--- src/rtl/dot_pkg.sv ---
// Shared definitions for the dot-product master and its sequencer:
// widths, state encodings, response codes and the latched config payload.
package dot_pkg;

  localparam int unsigned ADDR_W         = 32;
  localparam int unsigned DATA_W         = 32;
  localparam int unsigned LEN_W          = 32;
  localparam int unsigned ACC_W          = 64;
  localparam int unsigned DOT_WORD_BYTES = 4;
  localparam int unsigned ST_W           = 4;

  localparam logic [ST_W-1:0] ST_IDLE    = 4'd0;
  localparam logic [ST_W-1:0] ST_RD_A    = 4'd1;
  localparam logic [ST_W-1:0] ST_RD_B    = 4'd2;
  localparam logic [ST_W-1:0] ST_MAC     = 4'd3;
  localparam logic [ST_W-1:0] ST_CDONE   = 4'd4;
  localparam logic [ST_W-1:0] ST_WR      = 4'd5;
  localparam logic [ST_W-1:0] ST_WR_RESP = 4'd6;
  localparam logic [ST_W-1:0] ST_WDONE   = 4'd7;
  localparam logic [ST_W-1:0] ST_RB_ADDR = 4'd8;
  localparam logic [ST_W-1:0] ST_RB_DATA = 4'd9;
  localparam logic [ST_W-1:0] ST_RDONE   = 4'd10;

  localparam logic [1:0] RESP_OKAY   = 2'b00;
  localparam logic [1:0] RESP_EXOKAY = 2'b01;
  localparam logic [1:0] RESP_SLVERR = 2'b10;
  localparam logic [1:0] RESP_DECERR = 2'b11;

  typedef struct packed {
    logic [ADDR_W-1:0] waddr_a;
    logic [ADDR_W-1:0] waddr_b;
    logic [ADDR_W-1:0] waddr_out;
    logic [LEN_W-1:0]  len;
  } cfg_t;

  // Byte address of element idx in a vector starting at base.
  function automatic logic [ADDR_W-1:0] elem_addr(input logic [ADDR_W-1:0] base,
                                                  input logic [LEN_W-1:0]  idx,
                                                  input int unsigned       stride);
    return base + ADDR_W'(idx * stride);
  endfunction

endpackage

--- src/rtl/dot_product_master_if.sv ---
// Memory read/write channel bundle between the dot-product master and memory.
interface dot_product_master_if;
  import dot_pkg::*;

  logic [ADDR_W-1:0] araddr;
  logic              arvalid;
  logic              arready;
  logic [DATA_W-1:0] m_rdata;
  logic              m_rvalid;
  logic              rready;
  logic [1:0]        rresp;
  logic [ADDR_W-1:0] awaddr;
  logic              awvalid;
  logic              awready;
  logic [DATA_W-1:0] wdata;
  logic              wvalid;
  logic              wready;
  logic              bvalid;
  logic [1:0]        bresp;
  logic              bready;

  modport master (
    output araddr, arvalid, rready, awaddr, awvalid, wdata, wvalid, bready,
    input  arready, m_rdata, m_rvalid, rresp, awready, wready, bvalid, bresp
  );

  modport slave (
    input  araddr, arvalid, rready, awaddr, awvalid, wdata, wvalid, bready,
    output arready, m_rdata, m_rvalid, rresp, awready, wready, bvalid, bresp
  );
endinterface

--- src/rtl/dot_mac.sv ---
// 64-bit unsigned multiply-accumulate with synchronous clear and enable.
module dot_mac
  import dot_pkg::*;
(
  input  logic              clk,
  input  logic              rst,
  input  logic              i_clr,
  input  logic              i_en,
  input  logic [DATA_W-1:0] i_a,
  input  logic [DATA_W-1:0] i_b,
  output logic [ACC_W-1:0]  o_acc
);

  logic [ACC_W-1:0] r_acc;
  logic [ACC_W-1:0] w_prod;

  assign w_prod = ACC_W'(i_a) * ACC_W'(i_b);

  always_ff @(posedge clk or negedge rst) begin
    if (!rst)       r_acc <= '0;
    else if (i_clr) r_acc <= '0;
    else if (i_en)  r_acc <= r_acc + w_prod;
  end

  assign o_acc = r_acc;

endmodule

--- src/rtl/dot_product_master.sv ---
// Fetches two vectors element by element, accumulates their dot product,
// writes the low word to memory and reads it back for the sequencer.
module dot_product_master
  import dot_pkg::*;
#(
  parameter int unsigned WORD_BYTES = DOT_WORD_BYTES
) (
  input  logic              clk,
  input  logic              rst,
  input  logic              i_start_fetch,
  input  logic              i_start_compute,
  input  logic              i_start_write,
  input  logic              i_start_read,
  input  logic [ADDR_W-1:0] i_waddr_a,
  input  logic [ADDR_W-1:0] i_waddr_b,
  input  logic [ADDR_W-1:0] i_waddr_output,
  input  logic [LEN_W-1:0]  i_vector_len,
  output logic              o_processing_done,
  output logic              o_store_done,
  output logic              o_read_done,
  output logic              o_status,
  output logic [DATA_W-1:0] o_read_data,
  output logic              o_rvalid,
  dot_product_master_if.master mem
);

  logic [ST_W-1:0]   r_state,     w_state_nxt;
  cfg_t              r_cfg,       w_cfg_nxt;
  logic [LEN_W-1:0]  r_idx,       w_idx_nxt,  w_idx_inc;
  logic [DATA_W-1:0] r_a,         w_a_nxt;
  logic [DATA_W-1:0] r_b,         w_b_nxt;
  logic [ADDR_W-1:0] r_araddr,    w_araddr_nxt;
  logic              r_arvalid,   w_arvalid_nxt;
  logic              r_rready,    w_rready_nxt;
  logic [ADDR_W-1:0] r_awaddr,    w_awaddr_nxt;
  logic              r_awvalid,   w_awvalid_nxt;
  logic [DATA_W-1:0] r_wdata,     w_wdata_nxt;
  logic              r_wvalid,    w_wvalid_nxt;
  logic              r_bready,    w_bready_nxt;
  logic              r_status,    w_status_nxt;
  logic [DATA_W-1:0] r_read_data, w_read_data_nxt;
  logic              r_rvalid,    w_rvalid_nxt;
  logic              r_proc_done, r_store_done, r_read_done;
  logic              w_mac_clr,   w_mac_en;
  logic [ACC_W-1:0]  w_acc;

  assign w_idx_inc = r_idx + LEN_W'(1);

  dot_mac u_mac (
    .clk   (clk),
    .rst   (rst),
    .i_clr (w_mac_clr),
    .i_en  (w_mac_en),
    .i_a   (r_a),
    .i_b   (r_b),
    .o_acc (w_acc)
  );

  // Next state and next value of every registered output.
  always_comb begin
    w_state_nxt     = r_state;
    w_cfg_nxt       = r_cfg;
    w_idx_nxt       = r_idx;
    w_a_nxt         = r_a;
    w_b_nxt         = r_b;
    w_araddr_nxt    = r_araddr;
    w_arvalid_nxt   = r_arvalid;
    w_rready_nxt    = r_rready;
    w_awaddr_nxt    = r_awaddr;
    w_awvalid_nxt   = r_awvalid;
    w_wdata_nxt     = r_wdata;
    w_wvalid_nxt    = r_wvalid;
    w_bready_nxt    = r_bready;
    w_status_nxt    = r_status;
    w_read_data_nxt = r_read_data;
    w_rvalid_nxt    = 1'b0;
    w_mac_clr       = 1'b0;
    w_mac_en        = 1'b0;

    case (r_state)
      ST_IDLE: begin
        if (i_start_fetch) begin
          w_cfg_nxt.waddr_a   = i_waddr_a;
          w_cfg_nxt.waddr_b   = i_waddr_b;
          w_cfg_nxt.waddr_out = i_waddr_output;
          w_cfg_nxt.len       = i_vector_len;
          w_idx_nxt           = '0;
          w_status_nxt        = 1'b0;
          w_mac_clr           = 1'b1;
        end else if (i_start_compute) begin
          if (r_cfg.len != '0) begin
            w_state_nxt   = ST_RD_A;
            w_araddr_nxt  = elem_addr(r_cfg.waddr_a, r_idx, WORD_BYTES);
            w_arvalid_nxt = 1'b1;
          end else begin
            w_state_nxt = ST_CDONE;
            w_mac_clr   = 1'b1;
          end
        end
      end
      ST_RD_A, ST_RD_B: begin
        if (r_arvalid && mem.arready) begin
          w_arvalid_nxt = 1'b0;
          w_rready_nxt  = 1'b1;
        end
        // rready only rises after the address is accepted, so data is taken once
        if (r_rready && mem.m_rvalid) begin
          w_rready_nxt = 1'b0;
          w_status_nxt = r_status | (mem.rresp != RESP_OKAY);
          if (r_state == ST_RD_A) begin
            w_a_nxt       = mem.m_rdata;
            w_state_nxt   = ST_RD_B;
            w_araddr_nxt  = elem_addr(r_cfg.waddr_b, r_idx, WORD_BYTES);
            w_arvalid_nxt = 1'b1;
          end else begin
            w_b_nxt     = mem.m_rdata;
            w_state_nxt = ST_MAC;
          end
        end
      end
      ST_MAC: begin
        w_mac_en  = 1'b1;
        w_idx_nxt = w_idx_inc;
        if (w_idx_inc < r_cfg.len) begin
          w_state_nxt   = ST_RD_A;
          w_araddr_nxt  = elem_addr(r_cfg.waddr_a, w_idx_inc, WORD_BYTES);
          w_arvalid_nxt = 1'b1;
        end else begin
          w_state_nxt = ST_CDONE;
        end
      end
      ST_CDONE: begin
        w_status_nxt = r_status | (|w_acc[ACC_W-1:DATA_W]);
        if (i_start_write) begin
          w_state_nxt   = ST_WR;
          w_awaddr_nxt  = r_cfg.waddr_out;
          w_awvalid_nxt = 1'b1;
          w_wdata_nxt   = w_acc[DATA_W-1:0];
          w_wvalid_nxt  = 1'b1;
        end
      end
      ST_WR: begin
        if (r_awvalid && mem.awready) w_awvalid_nxt = 1'b0;
        if (r_wvalid && mem.wready)   w_wvalid_nxt  = 1'b0;
        if (!w_awvalid_nxt && !w_wvalid_nxt) begin
          w_state_nxt  = ST_WR_RESP;
          w_bready_nxt = 1'b1;
        end
      end
      ST_WR_RESP: begin
        if (mem.bvalid) begin
          w_bready_nxt = 1'b0;
          w_status_nxt = r_status | (mem.bresp != RESP_OKAY);
          w_state_nxt  = ST_WDONE;
        end
      end
      ST_WDONE: begin
        if (i_start_read) begin
          w_state_nxt   = ST_RB_ADDR;
          w_araddr_nxt  = r_cfg.waddr_out;
          w_arvalid_nxt = 1'b1;
        end
      end
      ST_RB_ADDR: begin
        if (r_arvalid && mem.arready) begin
          w_arvalid_nxt = 1'b0;
          w_rready_nxt  = 1'b1;
          w_state_nxt   = ST_RB_DATA;
        end
      end
      ST_RB_DATA: begin
        if (r_rready && mem.m_rvalid) begin
          w_rready_nxt    = 1'b0;
          w_read_data_nxt = mem.m_rdata;
          w_rvalid_nxt    = 1'b1;
          w_status_nxt    = r_status | (mem.rresp != RESP_OKAY);
          w_state_nxt     = ST_RDONE;
        end
      end
      ST_RDONE: begin
        if (!i_start_read) w_state_nxt = ST_IDLE;
      end
      default: w_state_nxt = ST_IDLE;
    endcase
  end

  always_ff @(posedge clk or negedge rst) begin
    if (!rst) begin
      r_state      <= ST_IDLE;
      r_cfg        <= '0;
      r_idx        <= '0;
      r_a          <= '0;
      r_b          <= '0;
      r_araddr     <= '0;
      r_arvalid    <= 1'b0;
      r_rready     <= 1'b0;
      r_awaddr     <= '0;
      r_awvalid    <= 1'b0;
      r_wdata      <= '0;
      r_wvalid     <= 1'b0;
      r_bready     <= 1'b0;
      r_status     <= 1'b0;
      r_read_data  <= '0;
      r_rvalid     <= 1'b0;
      r_proc_done  <= 1'b0;
      r_store_done <= 1'b0;
      r_read_done  <= 1'b0;
    end else begin
      r_state      <= w_state_nxt;
      r_cfg        <= w_cfg_nxt;
      r_idx        <= w_idx_nxt;
      r_a          <= w_a_nxt;
      r_b          <= w_b_nxt;
      r_araddr     <= w_araddr_nxt;
      r_arvalid    <= w_arvalid_nxt;
      r_rready     <= w_rready_nxt;
      r_awaddr     <= w_awaddr_nxt;
      r_awvalid    <= w_awvalid_nxt;
      r_wdata      <= w_wdata_nxt;
      r_wvalid     <= w_wvalid_nxt;
      r_bready     <= w_bready_nxt;
      r_status     <= w_status_nxt;
      r_read_data  <= w_read_data_nxt;
      r_rvalid     <= w_rvalid_nxt;
      r_proc_done  <= (w_state_nxt == ST_CDONE);
      r_store_done <= (w_state_nxt == ST_WDONE);
      r_read_done  <= (w_state_nxt == ST_RDONE);
    end
  end

  assign mem.araddr        = r_araddr;
  assign mem.arvalid       = r_arvalid;
  assign mem.rready        = r_rready;
  assign mem.awaddr        = r_awaddr;
  assign mem.awvalid       = r_awvalid;
  assign mem.wdata         = r_wdata;
  assign mem.wvalid        = r_wvalid;
  assign mem.bready        = r_bready;
  assign o_processing_done = r_proc_done;
  assign o_store_done      = r_store_done;
  assign o_read_done       = r_read_done;
  assign o_status          = r_status;
  assign o_read_data       = r_read_data;
  assign o_rvalid          = r_rvalid;

endmodule

--- src/flat_wrapper.sv ---
// flat-port wrapper written by rule: the top's interface ports become plain ports
module dot_product_master_flat import dot_pkg::*;
#(
  parameter int unsigned WORD_BYTES = DOT_WORD_BYTES
)
  (clk, rst, i_start_fetch, i_start_compute, i_start_write, i_start_read, i_waddr_a, i_waddr_b, i_waddr_output, i_vector_len, o_processing_done, o_store_done, o_read_done, o_status, o_read_data, o_rvalid, mem_araddr, mem_arvalid, mem_rready, mem_awaddr, mem_awvalid, mem_wdata, mem_wvalid, mem_bready, mem_arready, mem_m_rdata, mem_m_rvalid, mem_rresp, mem_awready, mem_wready, mem_bvalid, mem_bresp);
  dot_product_master_if mem_i ();
  input  logic clk;
  input  logic rst;
  input  logic i_start_fetch;
  input  logic i_start_compute;
  input  logic i_start_write;
  input  logic i_start_read;
  input  logic [ADDR_W-1:0] i_waddr_a;
  input  logic [ADDR_W-1:0] i_waddr_b;
  input  logic [ADDR_W-1:0] i_waddr_output;
  input  logic [LEN_W-1:0] i_vector_len;
  output logic o_processing_done;
  output logic o_store_done;
  output logic o_read_done;
  output logic o_status;
  output logic [DATA_W-1:0] o_read_data;
  output logic o_rvalid;
  output wire logic [$bits(mem_i.araddr)-1:0] mem_araddr;
  output wire logic [$bits(mem_i.arvalid)-1:0] mem_arvalid;
  output wire logic [$bits(mem_i.rready)-1:0] mem_rready;
  output wire logic [$bits(mem_i.awaddr)-1:0] mem_awaddr;
  output wire logic [$bits(mem_i.awvalid)-1:0] mem_awvalid;
  output wire logic [$bits(mem_i.wdata)-1:0] mem_wdata;
  output wire logic [$bits(mem_i.wvalid)-1:0] mem_wvalid;
  output wire logic [$bits(mem_i.bready)-1:0] mem_bready;
  input wire logic [$bits(mem_i.arready)-1:0] mem_arready;
  input wire logic [$bits(mem_i.m_rdata)-1:0] mem_m_rdata;
  input wire logic [$bits(mem_i.m_rvalid)-1:0] mem_m_rvalid;
  input wire logic [$bits(mem_i.rresp)-1:0] mem_rresp;
  input wire logic [$bits(mem_i.awready)-1:0] mem_awready;
  input wire logic [$bits(mem_i.wready)-1:0] mem_wready;
  input wire logic [$bits(mem_i.bvalid)-1:0] mem_bvalid;
  input wire logic [$bits(mem_i.bresp)-1:0] mem_bresp;
  assign mem_araddr = mem_i.araddr;
  assign mem_arvalid = mem_i.arvalid;
  assign mem_rready = mem_i.rready;
  assign mem_awaddr = mem_i.awaddr;
  assign mem_awvalid = mem_i.awvalid;
  assign mem_wdata = mem_i.wdata;
  assign mem_wvalid = mem_i.wvalid;
  assign mem_bready = mem_i.bready;
  assign mem_i.arready = mem_arready;
  assign mem_i.m_rdata = mem_m_rdata;
  assign mem_i.m_rvalid = mem_m_rvalid;
  assign mem_i.rresp = mem_rresp;
  assign mem_i.awready = mem_awready;
  assign mem_i.wready = mem_wready;
  assign mem_i.bvalid = mem_bvalid;
  assign mem_i.bresp = mem_bresp;
  dot_product_master #(.WORD_BYTES(WORD_BYTES)) u_core (.clk(clk), .rst(rst), .i_start_fetch(i_start_fetch), .i_start_compute(i_start_compute), .i_start_write(i_start_write), .i_start_read(i_start_read), .i_waddr_a(i_waddr_a), .i_waddr_b(i_waddr_b), .i_waddr_output(i_waddr_output), .i_vector_len(i_vector_len), .o_processing_done(o_processing_done), .o_store_done(o_store_done), .o_read_done(o_read_done), .o_status(o_status), .o_read_data(o_read_data), .o_rvalid(o_rvalid), .mem(mem_i));
endmodule
--- config.mk ---
export PLATFORM = sky130hd
export DESIGN_NAME = dot_product_master_flat
export DESIGN_NICKNAME = d
export VERILOG_FILES = /design/src/rtl/dot_pkg.sv /design/src/rtl/dot_product_master_if.sv /design/src/rtl/dot_mac.sv /design/src/rtl/dot_product_master.sv /design/src/flat_wrapper.sv
export SDC_FILE = /design/constraint.sdc
export NUM_CORES = 2
export LEC_CHECK = 0
export CORE_MARGIN = 4
export CORE_UTILIZATION = 39
export CTS_BUF_LIST = sky130_fd_sc_hd__clkbuf_8
export CTS_CLUSTER_DIAMETER = 120
export DETAILED_ROUTE_END_ITERATION = 8
export SLEW_MARGIN = 0
export SYNTH_ARGS = -nofsm -noshare
export SYNTH_HDL_FRONTEND = slang
export SYNTH_HIERARCHICAL = 1
export SYNTH_SLANG_ARGS = --single-unit
export TNS_END_PERCENT = 5
--- constraint.sdc ---
create_clock -name clk -period 8.9 [get_ports clk]
set_clock_uncertainty 0.1 [all_clocks]
set_input_delay 1.78 -clock clk [delete_from_list [all_inputs] [get_ports clk]]
set_output_delay 1.78 -clock clk [all_outputs]
set_load 0.02 [all_outputs]
==> impl_metrics.tcl <==
set metrics [dict create \
    outcome "completed" \
    antenna_found_initial 15 \
    rsz0062_at_grt "false" \
    finalHoldViolCount 0 \
    cp_max_fo 21 \
    crit_path_end_kind "flip-flop" \
    ys_seq_area_share_pct 18.99 \
    nets 7850 \
    drive_gt1_share_pct 7.809 \
    ios 313 \
    die_h_um 389.1 \
    wirelength_um 167900 \
    rrSetupSlack_ns 0.22 \
    ys_warn_count 6 \
    route.antenna.remaining_nets 0 \
    netlist_instances 6143 \
    cts_max_level 3 \
    routedWlPerCell_um 20.11 \
    grt_max_degree 166 \
    cts.sinks 430 \
    cts_buffer_depth 3 \
    fin_crit_ns 8.677 \
    synthTopCellsByArea "fa_1 (34%), dfrtp_1 (19%), inv_1 (7.5%)" \
    tns_ns 0 \
    worst-slew-pin-transition_ns 1.040 \
    hold_path_class "reg -> reg" \
    post-cts-setup-buffers 0 \
    vias_per_cell 5.105 \
    cts-resized-gates 0 \
    grt_pass1_vias 45731 \
    routabilityCongestion 0.8755 \
    timing.fmax_ghz 0.1152 \
    port_buffers 312 \
    synth.largest_area_cell "fa_1" \
    tritoncts "yes" \
    hpwl_um 135700 \
    ys_types 85 \
    ys.flop_type "dfrtp_1" \
    avgSynthCellArea_um2 9.222 \
    grt_usage_pct 22.48 \
    num_rows 139 \
    worstSetupPathType "reg -> reg" \
    arrival_ns 9.24 \
    ys_ff_latch 430 \
    coreArea_mm2 0.1440 \
    initial_core_util_pct 39.34 \
    drt-pass1-iter-count 6 \
    yosysMostFrequentCell "inv_1" \
    clk_pin_slew_ns 0.07 \
    drt_iter0_drc 2467 \
    vias 42623 \
    cts_buffers 83 \
    grt_pass1_wl_um 266000 \
    synth-async-reset-ratio_pct 100.0 \
    synth_nets 7613 \
    yosys-top-cells-count "inv_1 (1128), nand2_1 (1091), fa_1 (961), and2_1 (459), dfrtp_1 (430)" \
    drc 0 \
    cap_violations 0 \
    clk_latency_ns 0.78 \
    synth-edff-count 0 \
    area_growth_pct 13.19 \
    hold_buffers 0 \
    required_ns 9.47 \
    synthesis.area_mm2 0.05665 \
    cp_common_cell "fa_1" \
    die-area_mm2 0.1514 \
    die-width_um 389.1 \
    grt_overflow 0 \
    slew_headroom_pct 30.64 \
    cp-start-kind "flip-flop" \
    slew_violations 0 \
    setup_violations 0 \
    synth_top_area_share_pct 33.96 \
    max_stage_delay_ns 0.72 \
    fin_crit_sh_pct 97.50 \
    slowest_stage "dfrtp_1" \
    cts-root-buf "clkbuf_8" \
]
## final timing paths
check | from | end | depth (start not counted)
setup reg to reg | u_core/r_a[14] | u_core/u_mac/o_acc[63] | 26
max in group asynchronous | rst | u_core/r_idx[2] | 2
min in group asynchronous | rst | u_core/mem.wdata[17] | 1
hold / removal | u_core/r_cfg[64] | u_core/r_cfg[64] | 2
setup / recovery | u_core/r_a[14] | u_core/u_mac/o_acc[63] | 26
hold reg to reg | u_core/r_cfg[64] | u_core/r_cfg[64] | 2
## logic make-up (layout without fill, tap and decap cells)
| group | after synthesis | count (layout) | share of synthesized area, % |
|---|---|---|---|
| and+or+nand+nor | 1970 | 1970 | 16.14 |
| buffers and inverters | 1459 | 1757 | 9.740 |
| adders and majority gates | 1295 | 1295 | 41.34 |
| AOI/OAI and AO/OA | 612 | 612 | 6.913 |
| DFF | 430 | 430 | 18.99 |
| muxes | 214 | 214 | 4.356 |
| xor gates and xnor gates | 163 | 163 | 2.520 |
| other | 0 | 6 | 0 |
## sequential cells by signal, indices dropped and copies added, names as in the netlist, 4 cells and up
register and flops:
u_core/r_a 32, u_core/r_state 4, u_core/r_idx 32, u_core/o_read_data 32, u_core/mem.wdata 32, u_core/mem.awaddr 32, u_core/r_cfg 128, u_core/r_b 32
u_core/mem.araddr 32, u_core/u_mac/o_acc 64
## area by class of cell
type                            count  area (µm²)
Antenna cell                        6       15.01
Clock buffer                       97        1335
Sequential cell                   430       10770
Tap cell                         1903        2381
Fill cell                       14145       79880
Multi-Input combinational cell   4254       40420
Timing Repair Buffer              482        4542
Inverter                         1129        4240
Clock inverter                     49       420.4
## critical path, delay by kind of cell, from the launching register on
kind	cells	cell delay [ns]
adder cells (fa/ha/maj)	9	4.28
AO/OA/AOI/OAI	6	1.66
AND/OR/NAND/NOR	5	0.91
flip-flops	1	0.72
buffers and inverters	5	0.64
multiplexers	1	0.29
## metrics by stage
stage | instances | worst slack [ns] | utilization, % | instance area [µm²] | hold WS (ns)
floorplan | 6143 | 1.105 | - | 56650 | 0.3460
global placement | 8198 | 0.2305 | 43.29 | 62340 | 0.3615
detailed placement | 8198 | 0.2379 | 43.29 | 62340 | 0.3640
CTS | 8344 | 0.2486 | 44.51 | 64100 | 0.3805
global route | 8347 | 0.001566 | 44.52 | 64120 | 0.3999
finish | 8350 | 0.2229 | 44.53 | 64120 | 0.3780
## routing by layer
metal / vias to the layer above / part of all wire (%) / track usage, %
li1: 19286 / - / -
met1: 21897 / 43 / 30.11
met2: 1215 / 48 / 37.47
met3: 217 / 6.4 / 4.455
met4: 8 / 2.4 / 5.781
met5: - / 0.030 / 0
## cells in the final DEF (no fill, tap or decap), drive strengths merged, types with 29 or more instances in the layout
master	n
inv	1154
nand2	1091
fa	961
and2	459
dfrtp	430
ha	334
clkdlybuf4s50	311
o21ai	174
nor2	171
buf	171
mux2	167
a21oi	163
clkbuf	97
xnor2	96
xor2	67
a21o	67
nand3	51
mux2i	47
nand4	33
nor3	31
nor2b	29
Power is left out: the tool's default activity adds up to more than one toggle a clock period on the data nets, which glitch-free logic cannot reach.
